$ cat src/rtl/fact_pkg.sv
// Shared constants and types for the factorial datapath slice.
package fact_pkg;

    localparam int FACT_N_W   = 4;
    localparam int FACT_ACC_W = 32;

    // Sequential multiplier control states.
    typedef enum logic [1:0] {
        M_IDLE,
        M_RUN,
        M_DONE
    } mult_state_t;

endpackage

$ cat src/rtl/seq_mult.sv
// Shift-add multiplier: one partial product per cycle over the N_W bits of b,
// LSB first. The final partial sum is exposed combinationally together with
// the done strobe, so the caller can commit the product on the closing edge
// of the last RUN cycle. DONE is the one-cycle turnaround after that commit.
module seq_mult
    import fact_pkg::*;
#(
    parameter int N_W   = FACT_N_W,
    parameter int ACC_W = FACT_ACC_W
) (
    input  logic                   clk,
    input  logic                   rst,
    input  logic                   start,
    input  logic                   abort,
    input  logic [ACC_W-1:0]       a,
    input  logic [N_W-1:0]         b,
    output logic                   busy,
    output logic                   done,
    output logic [ACC_W+N_W-1:0]   p
);

    localparam int P_W   = ACC_W + N_W;
    localparam int CNT_W = (N_W > 1) ? $clog2(N_W) : 1;

    mult_state_t        state_reg;
    mult_state_t        state_next;
    logic [P_W-1:0]     mcand_reg;
    logic [N_W-1:0]     mplier_reg;
    logic [P_W-1:0]     prod_reg;
    logic [CNT_W-1:0]   bit_cnt_reg;
    logic [P_W-1:0]     partial;
    logic               last_bit;
    logic               can_start;

    assign last_bit  = (bit_cnt_reg == CNT_W'(N_W - 1));
    assign partial   = prod_reg + (mplier_reg[0] ? mcand_reg : '0);
    assign busy      = (state_reg == M_RUN);
    assign done      = (state_reg == M_RUN) && last_bit;
    assign p         = partial;
    // A new start is honoured whenever the engine is not mid-run.
    assign can_start = start && (state_reg != M_RUN);

    // State register.
    always_ff @(posedge clk or negedge rst) begin
        if (!rst) begin
            state_reg <= M_IDLE;
        end else begin
            state_reg <= state_next;
        end
    end

    // Next-state logic; abort always wins and returns to IDLE.
    always_comb begin
        state_next = state_reg;
        case (state_reg)
            M_IDLE:  if (start)    state_next = M_RUN;
            M_RUN:   if (last_bit) state_next = M_DONE;
            M_DONE:  state_next = start ? M_RUN : M_IDLE;
            default: state_next = M_IDLE;
        endcase
        if (abort) begin
            state_next = M_IDLE;
        end
    end

    // Operand capture on start, then one shift-add per RUN cycle.
    always_ff @(posedge clk or negedge rst) begin
        if (!rst) begin
            mcand_reg   <= '0;
            mplier_reg  <= '0;
            prod_reg    <= '0;
            bit_cnt_reg <= '0;
        end else if (can_start && !abort) begin
            mcand_reg   <= {{N_W{1'b0}}, a};
            mplier_reg  <= b;
            prod_reg    <= '0;
            bit_cnt_reg <= '0;
        end else if (state_reg == M_RUN) begin
            prod_reg    <= partial;
            mcand_reg   <= mcand_reg << 1;
            mplier_reg  <= mplier_reg >> 1;
            bit_cnt_reg <= bit_cnt_reg + CNT_W'(1);
        end
    end

endmodule

$ cat src/rtl/fact_datapath.sv
// Factorial datapath: holds n, the iteration counter and the running product.
// Each accepted step multiplies acc by (cnt+1) through seq_mult and advances
// cnt; a_ne_b tells the controlling FSM whether more iterations remain.
module fact_datapath
    import fact_pkg::*;
#(
    parameter int N_W   = FACT_N_W,
    parameter int ACC_W = FACT_ACC_W
) (
    input  logic               clk,
    input  logic               rst,
    input  logic               ld,
    input  logic               step,
    input  logic [N_W-1:0]     n_in,
    output logic               a_ne_b,
    output logic               busy,
    output logic               step_done,
    output logic [ACC_W-1:0]   acc,
    output logic               ovf
);

    localparam int P_W = ACC_W + N_W;

    logic [N_W-1:0]   n_reg, n_next;
    logic [N_W-1:0]   cnt_reg, cnt_next;
    logic [ACC_W-1:0] acc_reg, acc_next;
    logic             ovf_reg, ovf_next;
    logic             a_ne_b_reg;
    logic             step_done_reg;

    logic             mult_busy;
    logic             mult_done;
    logic [P_W-1:0]   mult_p;
    logic             step_ok;
    logic             commit;
    logic [N_W-1:0]   n_load;
    logic [N_W-1:0]   cnt_inc;

    // ld has priority: it blocks new steps and cancels any pending commit.
    assign step_ok = step && !ld && !mult_busy && a_ne_b_reg;
    assign commit  = mult_done && !ld;
    assign n_load  = (n_in == '0) ? N_W'(1) : n_in;
    assign cnt_inc = cnt_reg + N_W'(1);

    seq_mult #(
        .N_W   (N_W),
        .ACC_W (ACC_W)
    ) u_mult (
        .clk   (clk),
        .rst   (rst),
        .start (step_ok),
        .abort (ld),
        .a     (acc_reg),
        .b     (cnt_inc),
        .busy  (mult_busy),
        .done  (mult_done),
        .p     (mult_p)
    );

    // Next values for the operand, counter, product and overflow flag.
    always_comb begin
        n_next   = n_reg;
        cnt_next = cnt_reg;
        acc_next = acc_reg;
        ovf_next = ovf_reg;
        if (ld) begin
            n_next   = n_load;
            cnt_next = N_W'(1);
            acc_next = ACC_W'(1);
            ovf_next = 1'b0;
        end else if (commit) begin
            cnt_next = cnt_inc;
            acc_next = mult_p[ACC_W-1:0];
            ovf_next = ovf_reg | (|mult_p[P_W-1:ACC_W]);
        end
    end

    // State registers; a_ne_b is computed from the next values so it tracks
    // the counter from the cycle after each load or commit.
    always_ff @(posedge clk or negedge rst) begin
        if (!rst) begin
            n_reg         <= '0;
            cnt_reg       <= '0;
            acc_reg       <= '0;
            ovf_reg       <= 1'b0;
            a_ne_b_reg    <= 1'b0;
            step_done_reg <= 1'b0;
        end else begin
            n_reg         <= n_next;
            cnt_reg       <= cnt_next;
            acc_reg       <= acc_next;
            ovf_reg       <= ovf_next;
            a_ne_b_reg    <= (cnt_next != n_next);
            step_done_reg <= commit;
        end
    end

    assign a_ne_b    = a_ne_b_reg;
    assign busy      = mult_busy;
    assign step_done = step_done_reg;
    assign acc       = acc_reg;
    assign ovf       = ovf_reg;

endmodule
$ cat config.mk
export PLATFORM = sky130hd
export DESIGN_NAME = fact_datapath
export DESIGN_NICKNAME = d
export VERILOG_FILES = /design/src/rtl/fact_pkg.sv /design/src/rtl/seq_mult.sv /design/src/rtl/fact_datapath.sv
export SDC_FILE = /design/constraint.sdc
export NUM_CORES = 1
export LEC_CHECK = 0
export CORE_ASPECT_RATIO = 1.1
export CORE_UTILIZATION = 60
export DETAILED_ROUTE_END_ITERATION = 16
export PLACE_DENSITY = 0.8
export REMOVE_ABC_BUFFERS = 1
export SLEW_MARGIN = 10
export SYNTH_ARGS = -nofsm -noshare
export SYNTH_HDL_FRONTEND = slang
export SYNTH_SLANG_ARGS = --single-unit
export TNS_END_PERCENT = 10
$ cat constraint.sdc
create_clock -name clk -period 3.4 [get_ports clk]
set_input_delay 0.85 -clock clk [delete_from_list [all_inputs] [get_ports clk]]
set_output_delay 0.85 -clock clk [all_outputs]
set_load 0.01 [all_outputs]
# Word level (Yosys, flattened, before mapping)
# Cells that the tools add are included.
[word_totals] register_bits=123 output_inout_bits=36
[classes] n_reduce_logical=15 muxes=22 eq_ne=7 bitwise=1 n_addsub=3
[ops] operator="$mux 36" n=5
[ops] operator="$mux 32" n=2
[ops] operator="$add 36x36->36" n=1
[ops] operator="$mux 4" n=6
[ops] operator="$mux 2" n=5
[ops] operator="$logic_and 1x1->1" n=7
[ops] operator="$ne 3x2->1 const B" n=2
[ops] operator="$pmux 2 s3" n=1
[ops] operator="$add 4x1->4 const B" n=1
[ops] operator="$eq 2x2->1 const B" n=2
[ops] operator="$logic_not 4->1" n=1
[ops] operator="$ne 4x4->1" n=1
[ops] operator="$reduce_bool 2->1" n=2
[ops] operator="$reduce_or 4->1" n=1
[ops] operator="$mux 1" n=3
[ops] operator="$add 2x1->2 const B" n=1
[ops] operator="$eq 2x1->1 const B" n=1
[ops] operator="$logic_not 1->1" n=2
[ops] operator="$logic_not 2->1" n=1
[ops] operator="$ne 2x1->1 const B" n=1
[ops] operator="$reduce_and 2->1" n=1
[ops] operator="$or 1x1->1" n=1

# Logic depth before layout (Yosys ltp)
# Gate-level depths: netlist (run 1).
[depth] ltp_word=7 depth_mapped=15 ltp_nobuf=13

# By module
# A second synthesis (run 1) with hierarchy kept.
[unflattened] hier_cells=756 hier_area_um2=7380.8
[by_module_without_submodules] module="seq_mult" area_each_um2=5530.3 instances=1 cells_each=602
[by_module_without_submodules] module="fact_datapath" area_each_um2=1850.5 instances=1 cells_each=154

# Worst setup path before layout (run 1)
# OpenSTA, ideal clock, no wires.
[synth_path] kind="register to register" startpoint="reg u_mult.mplier_reg[0]" endpoint="reg ovf_reg, in the netlist ovf" slack_ps=266 synth_period_minus_slack_ps=3134 setup_ps=99 arrival_time_ps=3035 required_ps=3301 n_path_buf=2 path_stages_with_launch=14 path_cell_list="dfrtp_1 > clkbuf_1 > clkbuf_1 > and2_1 > ha_1 > and2_4 > o21a_1 > or3_4 > a21o_1 > o2111ai_2 > a21oi_1 > a311oi_1 > xor2_1 > a311oi_1"
[synth_via] elab_chain_cells=6
[synth_lines] element="from (decl)" line="seq_mult.sv:28" text="logic [N_W-1:0] mplier_reg;"
[synth_lines] element="from (signal assigned)" line="seq_mult.sv:81" text="mplier_reg <= mplier_reg >> 1;"
[synth_lines] element="$mux 36" line="seq_mult.sv:36" text="assign partial = prod_reg + (mplier_reg[0] ? mcand_reg : '0);"
[synth_lines] element="$add 36x36->36" line="seq_mult.sv:36"
[synth_lines] element="$reduce_or 4->1" line="fact_datapath.sv:74" text="ovf_next = ovf_reg | (|mult_p[P_W-1:ACC_W]);"
[synth_lines] element="$or 1x1->1" line="fact_datapath.sv:74"
[synth_lines] element="$mux 1" line="fact_datapath.sv:71" text="end else if (commit) begin"
[synth_lines] element="$mux 1" line="fact_datapath.sv:66" text="if (ld) begin"
[synth_lines] element="to (signal assigned)" line="fact_datapath.sv:92" text="ovf_reg <= ovf_next;"
[synth_lines] element="to (decl)" line="fact_datapath.sv:27" text="logic ovf_reg, ovf_next;"
# No other way between the ends. The select of a mux whose other input is x is not followed.
# A chain may end at the register's enable or synchronous reset.

# Worst setup path in the final report (run 1)
# Same ends and word-level chain as after synthesis.

==> run metrics, run 1 <==
status=finished, final reports clean; cells after synthesis=827; Final period util=96.66%; port bufs=43; critical setup path kind=reg -> reg; initial antenna violation count=0; global-route wire length before repair=30.48 mm; peak supply drop=0.0005000 V; Multi-input gate area=0.003899 mm^2; Sw Share=29.36%; syn avg cell area=8.680 um^2; most area-consuming cells after synthesis=dfrtp_1 43%, nand2_1 8.3%, ha_1 6.4%; die width=106.3 um; Antenna Cells=0; R2R setup slack=0.11 ns; #FFs+latches synth=123; core footprint=0.01154 mm^2; Overflow after GRT=0; post-synth top area cell=dfrtp_1; drt total wl=18.57 mm; Final Hold Viols=0; Area growth syn-to-layout=19.52%; CTS tree=done; Post-synth EDFFs=0; Top Ports=44; overall routing resource usage=31.87%; Hold Path Class=in -> async; Initial Util=62.19%; post-synth cell types=61; vias in the first global route=6307; Primary FF master, synth=dfrtp_1; ratio of cells with drive above 1 in the final layout=10.75%; final core occ=74.33%; CTS max path bufs=2; maximum clock frequency=304.3 MHz; Req. time, crit path=3.72 ns; First-pass DRT Iterations=5; Period minus WS final=3.286 ns; ys async rst share=100.0%; postcts setup bufs=0; post-synth top area share=42.88%; clock share of power=43.1%; Pleak=4.100 nW; critical path fanouts, max=20; vias per inst=6.168; part of the power in registers=37.8%; Clk Latency, worst-skew pair=0.43 ns; Crit. End Element=flip-flop; H-tree Lvls=4; Routed Antenna Nets=0; largest net degree at the start of global routing=63; part of the power in combinational logic=19.1%; clock sinks=123; Pwr Density=542.4 mW/mm^2; P_int=0.003287 W; num rows=41; # DRC=0; sequential area share after synthesis=42.88%; CP Data Arrival Time=3.60 ns; Avg WL per Cell=17.96 um; CTS buffer count=17; Reg area=0.003082 mm^2; Die Y=116.7 um; nets=917; Layout fillers=851; max_cap viols=0; Slew HR=43.98%; switching pwr=0.001366 W; Worst-path clk slew=0.06 ns; hpwl dp=12.38 mm; Synth Cell Area=0.007178 mm^2; Final setup violation count=0; DR iter-0 viols=502; skew final=0.006594 ns; Setup Total Neg Slack=0 ns; final hold slack=0.4523 ns; Final Max Slew Viols=0; yosys warns=0; total power=0.004654 W; CTS Root Cell=clkbuf_16; type of origin of the critical path=flip-flop; die area=0.01241 mm^2; via count=6378; RSZ-0062 raised after global routing=yes; RD Place Congestion=0.8940; actual slew at the worst max-slew pin=0.8394 ns
## stage by stage
step | instance area (um^2) | worst slack [ns] | instances
CTS | 8542 | 0.1083 | 1034
global route | 8579 | -0.06368 | 1034
detailed placement | 7888 | -0.06414 | 1002
floorplan | 6977 | -2.985 | 774
global placement | 7888 | 0.1749 | 1002
finish | 8579 | 0.1137 | 1034
## per-layer routing
layer  wire, um  part of all wire [%]  track usage [%]
met2       9237                    50            54.37
met1       7815                    42            39.93
met3       1077                   5.8            6.417
met4        441                   2.4            12.87
met5          0                     0                0
## cell usage in the layout (no fill, tap or decap), types with 17 or more instances in the layout
cell type        Yosys  final
a21o_1              18     18
a21oi_1             60     57
a22oi_1             34     34
and2_1              35     35
buf_4                0     34
clkbuf_16            0     17
clkdlybuf4s50_1      0     41
dfrtp_1            123    122
ha_1                37     37
nand2_1            158    157
nand3_1             55     55
nor2_1              48     47
o21ai_0             44     44
xor2_1              21     21
## worst max-delay path, stage by stage (launching register included)
cell      delay [ns]
dfrtp_4         0.58
buf_12          0.17
and2_1          0.15
ha_1            0.35
and2_0          0.21
a221oi_1        0.30
a211o_1         0.19
nand4_1         0.08
or3_1           0.36
a31oi_2         0.19
xor2_1          0.23
nor3b_1         0.08
a311oi_1        0.29
## logic make-up after synthesis
kind of cell / after synthesis / share of synthesized area [%]
mux: 4 / 0.6100
compound gates: 214 / 19.64
simple gates: 347 / 22.38
xor+xnor: 35 / 4.271
buf+inv: 66 / 3.486
flops: 123 / 42.88
fa+ha+maj: 38 / 6.728
## power groups by stage
stage	clock (W)	combinational [W]	sequential, W
final	0.00200	0.000888	0.00176
after global routing	0.00208	0.000981	0.00178
after CTS	0.00202	0.000876	0.00175
after detailed placement	0	0.000865	0.00178
after floorplan	0	0.000525	0.00174
after global placement	0	0.000833	0.00177
## synthesized netlist by cell type, types with 4 or more instances
cell	instances
ha_1	37
and3_1	6
and2_1	35
o21ai_0	44
nand2b_1	7
o211ai_1	4
xor2_1	21
nand2_1	158
clkbuf_1	44
dfrtp_1	123
o21a_1	7
buf_1	7
o21bai_1	8
xnor2_1	14
nand3_1	55
nor2_1	48
a21o_1	18
inv_1	13
nand4_1	4
a22oi_1	34
or3_1	5
nor2b_1	7
nor3_1	5
nand3b_1	4
a211oi_1	6
a21oi_1	60
## repair_timing
action | 4_1_cts | 5_1_grt
hold buffers | 0 | 0
endpoints found under the hold margin | 0 | 0
pin swaps | 0 | 2
gates resized for setup | 2 | 10
endpoints found under the setup margin | 1 | 3
## path summary, 6_finish.rpt
path | start | end | depth (start not counted)
max | u_mult.mplier_reg[0] | ovf | 12
min | rst | u_mult.mcand_reg[32] | 1
max reg2reg | u_mult.mplier_reg[0] | ovf | 12
min reg2reg | u_mult.mplier_reg[1] | u_mult.mplier_reg[1] | 2
max in group asynchronous | rst | u_mult.state_reg[1] | 2
min in group clk | u_mult.mplier_reg[1] | u_mult.mplier_reg[1] | 2
## layout make-up
type | count | area share (%)
clock buffer | 21 | 5.367
sequential | 123 | 35.92
clock inverter | 11 | 2.231
tap | 150 | 2.188
timing repair buffer | 78 | 8.284
multi-input combinational | 638 | 45.44
inverter | 13 | 0.5688
Note: power is estimated with default switching activity, not from simulation.
==> run 2, diff against run 1 <==
Settings changed: CORE_MARGIN set to 2, CORE_UTILIZATION 60 to 55, PLACE_DENSITY 0.8 to 0.75, RECOVER_POWER set to 25.
==> run metrics, run 2 (synthesis gave the netlist of run 1 again) <==
status=finished, violations left; failing checks=DRC, capacitance limit; H-tree Lvls=4 (unchanged); critical path fanouts, max=10 (-50%); Layout fillers=1026 (+21%); Routed Antenna Nets=0 (unchanged); Clk Latency, worst-skew pair=0.43 ns (about the same); nets=926 (+0.98%); maximum clock frequency=305.0 MHz (+0.24%); clock sinks=123 (unchanged); CTS buffer count=17 (unchanged); initial antenna violation count=0 (unchanged); num rows=43 (+4.9%); core footprint=0.01270 mm^2 (+10%); type of origin of the critical path=flip-flop; Crit. End Element=flip-flop; ratio of cells with drive above 1 in the final layout=11.98% (+1.2 points); r2r startpoint=u_mult.mplier_reg[0]; WHS Endpoint=u_mult.mplier_reg[1]; Hold Path Class=reg -> reg; die area=0.01398 mm^2 (+13%); Avg WL per Cell=17.80 um (-0.88%); Req. time, crit path=3.68 ns (-0.04 ns); via count=6314 (-1.0%); Final setup violation count=0 (unchanged); Final Max Slew Viols=0 (unchanged); Worst-path clk slew=0.06 ns (about the same); CP Data Arrival Time=3.56 ns (-0.04 ns); drt total wl=18.69 mm (+0.65%); Overflow after GRT=0 (unchanged); port bufs=43 (unchanged); final hold slack=0.4924 ns (+0.04016 ns); vias per inst=6.013 (-2.5%); die width=112.9 um (+6.2%); Period minus WS final=3.278 ns (-0.007936 ns); Final period util=96.42% (-0.23 points); R2R setup slack=0.12 ns (about the same); placed insts=1016 (+1.4%); Worst Min Path Start=u_mult.mplier_reg[1]; overall routing resource usage=28.12% (-3.8 points); skew final=0.01054 ns (+0.003950 ns); actual slew at the worst max-slew pin=1.495 ns (+0.6559 ns); RD Place Congestion=0.9531 (+6.6%); final cell count without fillers=1050 (+1.5%); DR iter-0 viols=448 (-11%); Pleak=4.160 nW (+1.5%); peak supply drop=0.0004326 V (-13%); RR Endpoint=ovf; CTS tree=done; vias in the first global route=6453 (+2.3%); commonest cells after routing, fill and taps aside=157 x nand2_1, 122 x dfrtp_1, 59 x a21oi_1; r2r worst-path depth=12 (unchanged); Initial Util=56.53% (-5.7 points); First-pass DRT Iterations=11 (+6); Pwr Density=555.1 mW/mm^2 (+2.3%); Die Y=123.8 um (+6.1%); Slew HR=0.3082% (-44 points); Final Hold Viols=0 (unchanged); RSZ-0062 raised after global routing=yes; # DRC=2 (+2); max_cap viols=1 (+1); CTS Root Cell=clkbuf_16; hold path cells=2; Top Ports=44 (unchanged); CTS max path bufs=2 (unchanged); global-route wire length before repair=31.19 mm (+2.3%); Antenna Cells=0 (unchanged); critical setup path kind=reg -> reg; commonest non-fill, non-tap cell in the layout=nand2_1; largest net degree at the start of global routing=63 (unchanged); hpwl dp=12.08 mm (-2.5%); Area growth syn-to-layout=21.04%
## run 2: through the flow
step,cell area (um^2),TNS [ns],total power [W],setup WS [ns],utilization (%)
6_report,8688,0,0.004823,0.1216,68.43
5_1_grt,8688,-0.01977,0.005035,-0.01600,68.43
4_1_cts,8640,0,0.004823,0.01939,68.04
3_5_place_dp,7936,-0.08565,0.002655,-0.05440,62.50
3_3_place_gp,7936,0,0.002624,0.03374,62.50
2_1_floorplan,6977,-151.57,0.002265,-2.985,-
## run 2: power by group
part           switching (W)  total (W)  internal [W]  leakage [nW]
Combinational       0.000580   0.000933      0.000352          2.16
Clock               0.000683    0.00214       0.00146         0.333
Sequential          0.000125    0.00175       0.00162          1.67
## run 2: worst max path at each step
stage	depth (start not counted)	from	slack [ns]	end
CTS	13	u_mult.mplier_reg[0]	0.02	ovf
finish	12	u_mult.mplier_reg[0]	0.12	ovf
global placement	11	u_mult.mplier_reg[0]	0.03	ovf
global route	13	u_mult.mplier_reg[0]	-0.02	ovf
detailed placement	11	u_mult.mplier_reg[0]	-0.05	ovf
floorplan	5	u_mult.state_reg[1]	-2.99	u_mult.mplier_reg[0]
## run 2: worst max-delay path: stages, from the launching register on
cell       delay [ns]
dfrtp_2          0.48
buf_2            0.20
and2_1           0.18
ha_1             0.19
and2_4           0.16
o21a_1           0.17
or3_4            0.40
a21o_1           0.22
o2111ai_2        0.25
nand3_1          0.20
and3_1           0.21
a311oi_2         0.30
a311oi_2         0.17
## run 2: what timing repair did
item	CTS	global route
hold buffers	0	0
resized for setup	2	13
buffers inserted	1	1
setup endpoints to repair	2	5
pin swaps	0	2
## run 2: routing by layer
layer	wire length (um)	track usage [%]	vias to the layer above
met3	894	5.888	40
met5	0	0	-
met4	456	11.36	0
met2	9259	47.33	173
li1	-	-	2998
met1	8080	35.83	3103
## run 2: area by class of cell
cell class / instances / area, um^2 / share of cell area [%]
clock buffers: 19 / 442.9 / 5.098
clock inverters: 13 / 245.2 / 2.823
inverters: 13 / 48.80 / 0.5616
multi-input cells: 638 / 3919 / 45.10
flip-flops and latches: 123 / 3079 / 35.44
well taps: 157 / 196.4 / 2.261
repair buffers: 87 / 757.0 / 8.713
